`src/rtl/bcd_countdown_timer.sv`:
```
// bcd_countdown_timer: multi-digit BCD down-counter with prescaled tick.
// Loads a clamped BCD preset, decrements once per PRESCALE cycles while
// running, and pulses Done_Out for one cycle when the count reaches zero.
// Optional build macro: AUTO_RELOAD_EN turns the one-shot into a periodic
// timer that reloads the last preset on the tick after reaching zero.
module bcd_countdown_timer #(
  parameter int DIGITS   = 2,
  parameter int PRESCALE = 10
) (
  input  logic                  Clk_In,
  input  logic                  Reset_In,
  input  logic                  Load_In,
  input  logic [4*DIGITS-1:0]   Load_Value_In,
  input  logic                  Start_Stopb_In,
  output logic [4*DIGITS-1:0]   Count_Out,
  output logic                  Running_Out,
  output logic                  Done_Out
);

  localparam int W  = 4 * DIGITS;
  localparam int PW = (PRESCALE > 1) ? $clog2(PRESCALE) : 1;
  localparam logic [PW-1:0] PS_LAST = PW'(PRESCALE - 1);

  typedef enum logic [1:0] {IDLE, RUN, DONE} state_t;

  state_t          state_q, state_d;
  logic [W-1:0]    count_q, count_d;
  logic [W-1:0]    clamp_val, dec_val;
  logic [PW-1:0]   presc_q, presc_d;
  logic            done_q, done_d;
  logic            running_q;
  logic [DIGITS-1:0] borrow;
  logic            count_zero, dec_zero, tick;

`ifdef AUTO_RELOAD_EN
  logic [W-1:0]    reload_q, reload_d;
`endif

  // Per-digit preset clamp and ripple-borrow decrement
  for (genvar g = 0; g < DIGITS; g++) begin : g_dig
    logic [3:0] cur, ld;
    assign cur = count_q[4*g +: 4];
    assign ld  = Load_Value_In[4*g +: 4];
    assign clamp_val[4*g +: 4] = (ld > 4'd9) ? 4'd9 : ld;
    if (g == 0) begin : g_lsd
      assign borrow[g] = 1'b1;
    end else begin : g_upper
      assign borrow[g] = borrow[g-1] && (count_q[4*(g-1) +: 4] == 4'd0);
    end
    assign dec_val[4*g +: 4] = !borrow[g]    ? cur :
                               (cur == 4'd0) ? 4'd9 : cur - 4'd1;
  end

  assign count_zero = (count_q == '0);
  assign dec_zero   = (dec_val == '0);
  // Prescaler keeps running in RUN; the terminal phase is the tick
  assign tick       = (state_q == RUN) && (presc_q == PS_LAST);

  // Next-state, count, prescaler and done-pulse decode
  always_comb begin
    state_d = state_q;
    count_d = count_q;
    presc_d = presc_q;
    done_d  = 1'b0;
`ifdef AUTO_RELOAD_EN
    reload_d = reload_q;
`endif
    if (Load_In) begin
      count_d = clamp_val;
      presc_d = '0;
      state_d = IDLE;
`ifdef AUTO_RELOAD_EN
      reload_d = clamp_val;
`endif
    end else begin
      unique case (state_q)
        IDLE: if (Start_Stopb_In && !count_zero) state_d = RUN;
        RUN: begin
          // The edge that sees Start low still advances the prescaler and
          // applies a due tick, so a resume continues the same tick phase.
          presc_d = tick ? '0 : presc_q + PW'(1);
          if (tick) begin
`ifdef AUTO_RELOAD_EN
            if (count_zero) begin
              count_d = reload_q;
            end else begin
              count_d = dec_val;
              done_d  = dec_zero;
            end
`else
            count_d = dec_val;
            done_d  = dec_zero;
            if (dec_zero) state_d = DONE;
`endif
          end
          if (!Start_Stopb_In) state_d = IDLE;
        end
        DONE: if (!Start_Stopb_In) state_d = IDLE;
        default: state_d = IDLE;
      endcase
    end
  end

  // State and datapath registers, cleared asynchronously
  always_ff @(posedge Clk_In or posedge Reset_In) begin
    if (Reset_In) begin
      state_q   <= IDLE;
      count_q   <= '0;
      presc_q   <= '0;
      done_q    <= 1'b0;
      running_q <= 1'b0;
    end else begin
      state_q   <= state_d;
      count_q   <= count_d;
      presc_q   <= presc_d;
      done_q    <= done_d;
      running_q <= (state_d == RUN);
    end
  end

`ifdef AUTO_RELOAD_EN
  // Reload register holding the last clamped preset
  always_ff @(posedge Clk_In or posedge Reset_In) begin
    if (Reset_In) reload_q <= '0;
    else          reload_q <= reload_d;
  end
`endif

  assign Count_Out   = count_q;
  assign Running_Out = running_q;
  assign Done_Out    = done_q;

endmodule
```
`config.mk`:
```
export PLATFORM = sky130hd
export DESIGN_NAME = bcd_countdown_timer
export DESIGN_NICKNAME = d
export VERILOG_FILES = /design/src/rtl/bcd_countdown_timer.sv
export SDC_FILE = /design/constraint.sdc
export NUM_CORES = 1
export LEC_CHECK = 0
export ABC_AREA = 1
export BUFFER_PORTS_ARGS = -buffer_cell sky130_fd_sc_hd__buf_2
export CORE_MARGIN = 4
export CORE_UTILIZATION = 31
export DETAILED_ROUTE_END_ITERATION = 6
export PLACE_DENSITY = 0.48
export SYNTH_ARGS = -nofsm -noshare
export SYNTH_HDL_FRONTEND = slang
export SYNTH_SLANG_ARGS = --single-unit
```
`constraint.sdc`:
```
create_clock -name Clk_In -period 1.85 [get_ports Clk_In]
set_clock_uncertainty 0.05 [all_clocks]
set_input_delay 0.185 -clock Clk_In [delete_from_list [all_inputs] [get_ports Clk_In]]
set_output_delay 0.185 -clock Clk_In [all_outputs]
set_load 0.02 [all_outputs]
```
==> key figures <==
Placed design
  – Hpwl dp: roughly 1800 um
  – Gpl congestion: 0.809
  – Pre-CTS setup slack: about 0.24 ns
  – Placed cell area: roughly 0.0011 mm^2
  – Port bufs: 21

Pwr
  – Peak VDD IR: 0.000375 V
  – Clock share of power: 0.212
  – Leakage: ~0.6 nW
  – Sw frac: 0.363
  – Seq pwr share: 0.489
  – Power share of the combinational group: 0.299
  – Switching power: about 310 uW
  – Cell Int Power: about 550 uW
  – PD cells: 761 mW/mm^2

Min path
  – Hold path startpoint: Start_Stopb_In
  – HP Class: in -> reg
  – Endpoint, Worst Hold: state_q[1]
  – Hold Path Stages: 3

Setup path
  – Worst R2R Start: presc_q[1]
  – Worst EP required: approximately 2 ns
  – CP max FO: 8
  – R2R Path End: Count_Out[7]
  – Worst R2R Path Depth: 10
  – Critical Path AT: about 1.8 ns
  – Setup crit start kind: register
  – CP dominant cell by count: inv_1
  – CP Class: reg -> reg
  – CP peak stage delay: between 0.3 and 0.4 ns
  – Critical-path cell list: inv_1 > ha_1 > nand2_1 > inv_1 > nand3_1 > nand2_1 > inv_1 > a21oi_1 > o21ai_0 > o21ai_0
  – Slowest CP cell: dfrtp_1
  – Register-to-register setup slack: about 0.21 ns
  – Critical Path Sink Type: register

Synthesis
  – Post-Synthesis Cells: ~130
  – Area leader, netlist: dfrtp_1
  – Synth top area cells: dfrtp_1 (42%), nand2_1 (9.9%), inv_1 (7.5%), nor2_1 (6.0%), nand3_1 (5.3%)
  – Primary FF master, synth: dfrtp_1
  – Synth top area share: 0.424
  – Synth top cells by count: nand2_1 (25), inv_1 (19), dfrtp_1 (16)
  – Cell Area, Synth: 945 um^2
  – Netlist cell types: 26
  – Synth Net Count: 140
  – Sequential fraction of the synthesis area: 0.424
  – Mean Syn Cell Area: around 7.5 um^2
  – Synthesis-stage register bit count: 16
  – Ys async rst share: 1.00
  – Count leader, synth: nand2_1
  – YS warnings: 0
  – Number of synthesized flops with an enable pin: 0

CTS
  – Root buffer cell: clkbuf_4
  – Postcts setup bufs: 0
  – Sink Count: 16
  – Clk buf depth: 2
  – Later-pin clock latency in the skew report: 0.29 ns
  – H-tree depth: 1
  – CTS tree: yes
  – Num CTS Buffers: 3
  – Clock transition at path regs: about 0.090 ns

STA
  – Final worst setup slack: 0.212 ns
  – Post-route clock period utilization: 0.885
  – Setup_tns: 0 ns
  – Final Hold Viols: 0
  – Relative slew margins: 0.572
  – Worst slew pin tran: 0.641 ns
  – Min cycle time layout: 1.64 ns
  – Hold slack: 0.0761 ns
  – # setup viols final: 0
  – Achievable Freq: 0.611 GHz
  – RSZ-0062 raised after global routing: false
  – Fin. max-slew vios: 0

Die
  – Die width: 63.2 um
  – IO Pins: 22
  – CORE AREA: approximately 0.0028 mm^2
  – Die height: 63.2 um
  – Starting Density: 0.334
  – Overall die area: around 0.004 mm^2
  – Row count: 19

Final layout
  – Layout cell share with drive strength beyond 1: 0.219
  – Final core utilization: 0.398
  – Nets: 167
  – Layout Cell Area excl Fill: 0.00113 mm^2
  – Area grow syn2layout: 19.3%
  – Fillers: 309
  – Diode count: 0

Detailed routing
  – Number of routed nets with antenna violations: 0
  – DRC: 0
  – Vias per cell: 4.88
  – TritonRoute pass-1 iters: 4
  – WL per Instance: 12.5 um
  – Routed WL: 2280 um
  – DR iter-0 viols: 47
  – Routed via count: 888

Global routing
  – Initial antenna violation count: 0
  – Grt ovf: 0
  – Largest net degree at the start of global routing: 17
  – GRT Resource Usage Total: 0.126
  – First-pass GRT wire length: 3960 um
  – Vias in the first global route: ~850

Run status
  – Status: finished, final reports clean

Run
  – # Max-Cap Violations: 0
[timing repair]
action,4_1_cts,5_1_grt
gates resized for setup,0,0
endpoints found under the hold margin,16,0
hold buffers,1,0
[how the worst max path moves through the flow]
stage / from / end / cells after the start
4_1_cts: presc_q[1] / Count_Out[7] / 10
2_1_floorplan: Count_Out[0] / Running_Out / 7
3_3_place_gp: presc_q[1] / Count_Out[7] / 10
3_5_place_dp: presc_q[1] / Count_Out[6] / 9
5_1_grt: presc_q[1] / Count_Out[7] / 10
6_report: presc_q[1] / Count_Out[7] / 10
[area by class of cell]
| type | instances | area (um^2) | area share |
|---|---|---|---|
| clock buffer | 3 | 22.5 | 0.0200 |
| inverter | 19 | 71.3 | 0.0633 |
| multi-input combinational | 89 | 464 | 0.412 |
| sequential | 16 | 400 | 0.355 |
| tap | 31 | 38.8 | 0.0344 |
| timing repair buffer | 24 | 130 | 0.115 |
[state kept, by name (all words and copies together) (netlist names)]
name / flops
Count_Out: 8
state_q: 2
Running_Out: 1
presc_q: 4
Done_Out: 1
[per-layer routing]
| metal | GRT usage | up-vias | share of wire |
|---|---|---|---|
| li1 | - | 460 | - |
| met1 | 0.155 | 403 | 0.46 |
| met2 | 0.203 | 21 | 0.48 |
| met3 | 0.0409 | 4 | 0.047 |
| met4 | 0.0485 | 0 | 0.013 |
| met5 | 0 | - | 0 |
[placed cells by master (no fill, tap or decap), types with 3 or more instances in the layout]
| cell type | n |
|---|---|
| dfrtp_1 | 16 |
| o21ai_0 | 8 |
| clkbuf_4 | 3 |
| nor2_1 | 15 |
| nand2_1 | 25 |
| a21oi_1 | 3 |
| inv_1 | 19 |
| buf_2 | 21 |
| nand3_1 | 10 |
| nor3_1 | 5 |
| nor2_2 | 3 |
[worst max-delay path: cells and delay by family (launching register included)]
kind,cells,cell delay (ns)
DFF,1,0.38
and+or+nand+nor,3,0.37
buffers and inverters,3,0.31
AOI/OAI and AO/OA,3,0.30
adders and majority gates,1,0.15
[per-stage QoR]
step,cells,power (mW)
3_3_place_gp,178,0.685
2_1_floorplan,126,0.599
6_report,182,0.858
3_5_place_dp,178,0.682
4_1_cts,182,0.872
5_1_grt,182,0.937
[logic make-up after synthesis]
group / synth area share
AND/OR/NAND/NOR: 0.327
buffers and inverters: 0.0848
AO/OA/AOI/OAI: 0.121
flip-flops: 0.424
adder cells (fa/ha/maj): 0.0265
XOR/XNOR: 0.0172
[power by group through the flow]
stage	clock network, mW	registers, mW	logic, mW
final	0.182	0.419	0.257
after global routing	0.216	0.425	0.295
after CTS	0.194	0.419	0.259
after detailed placement	0	0.426	0.256
after global placement	0	0.424	0.261
after floorplan	0	0.455	0.144
Power figures use the tool's default switching activity.
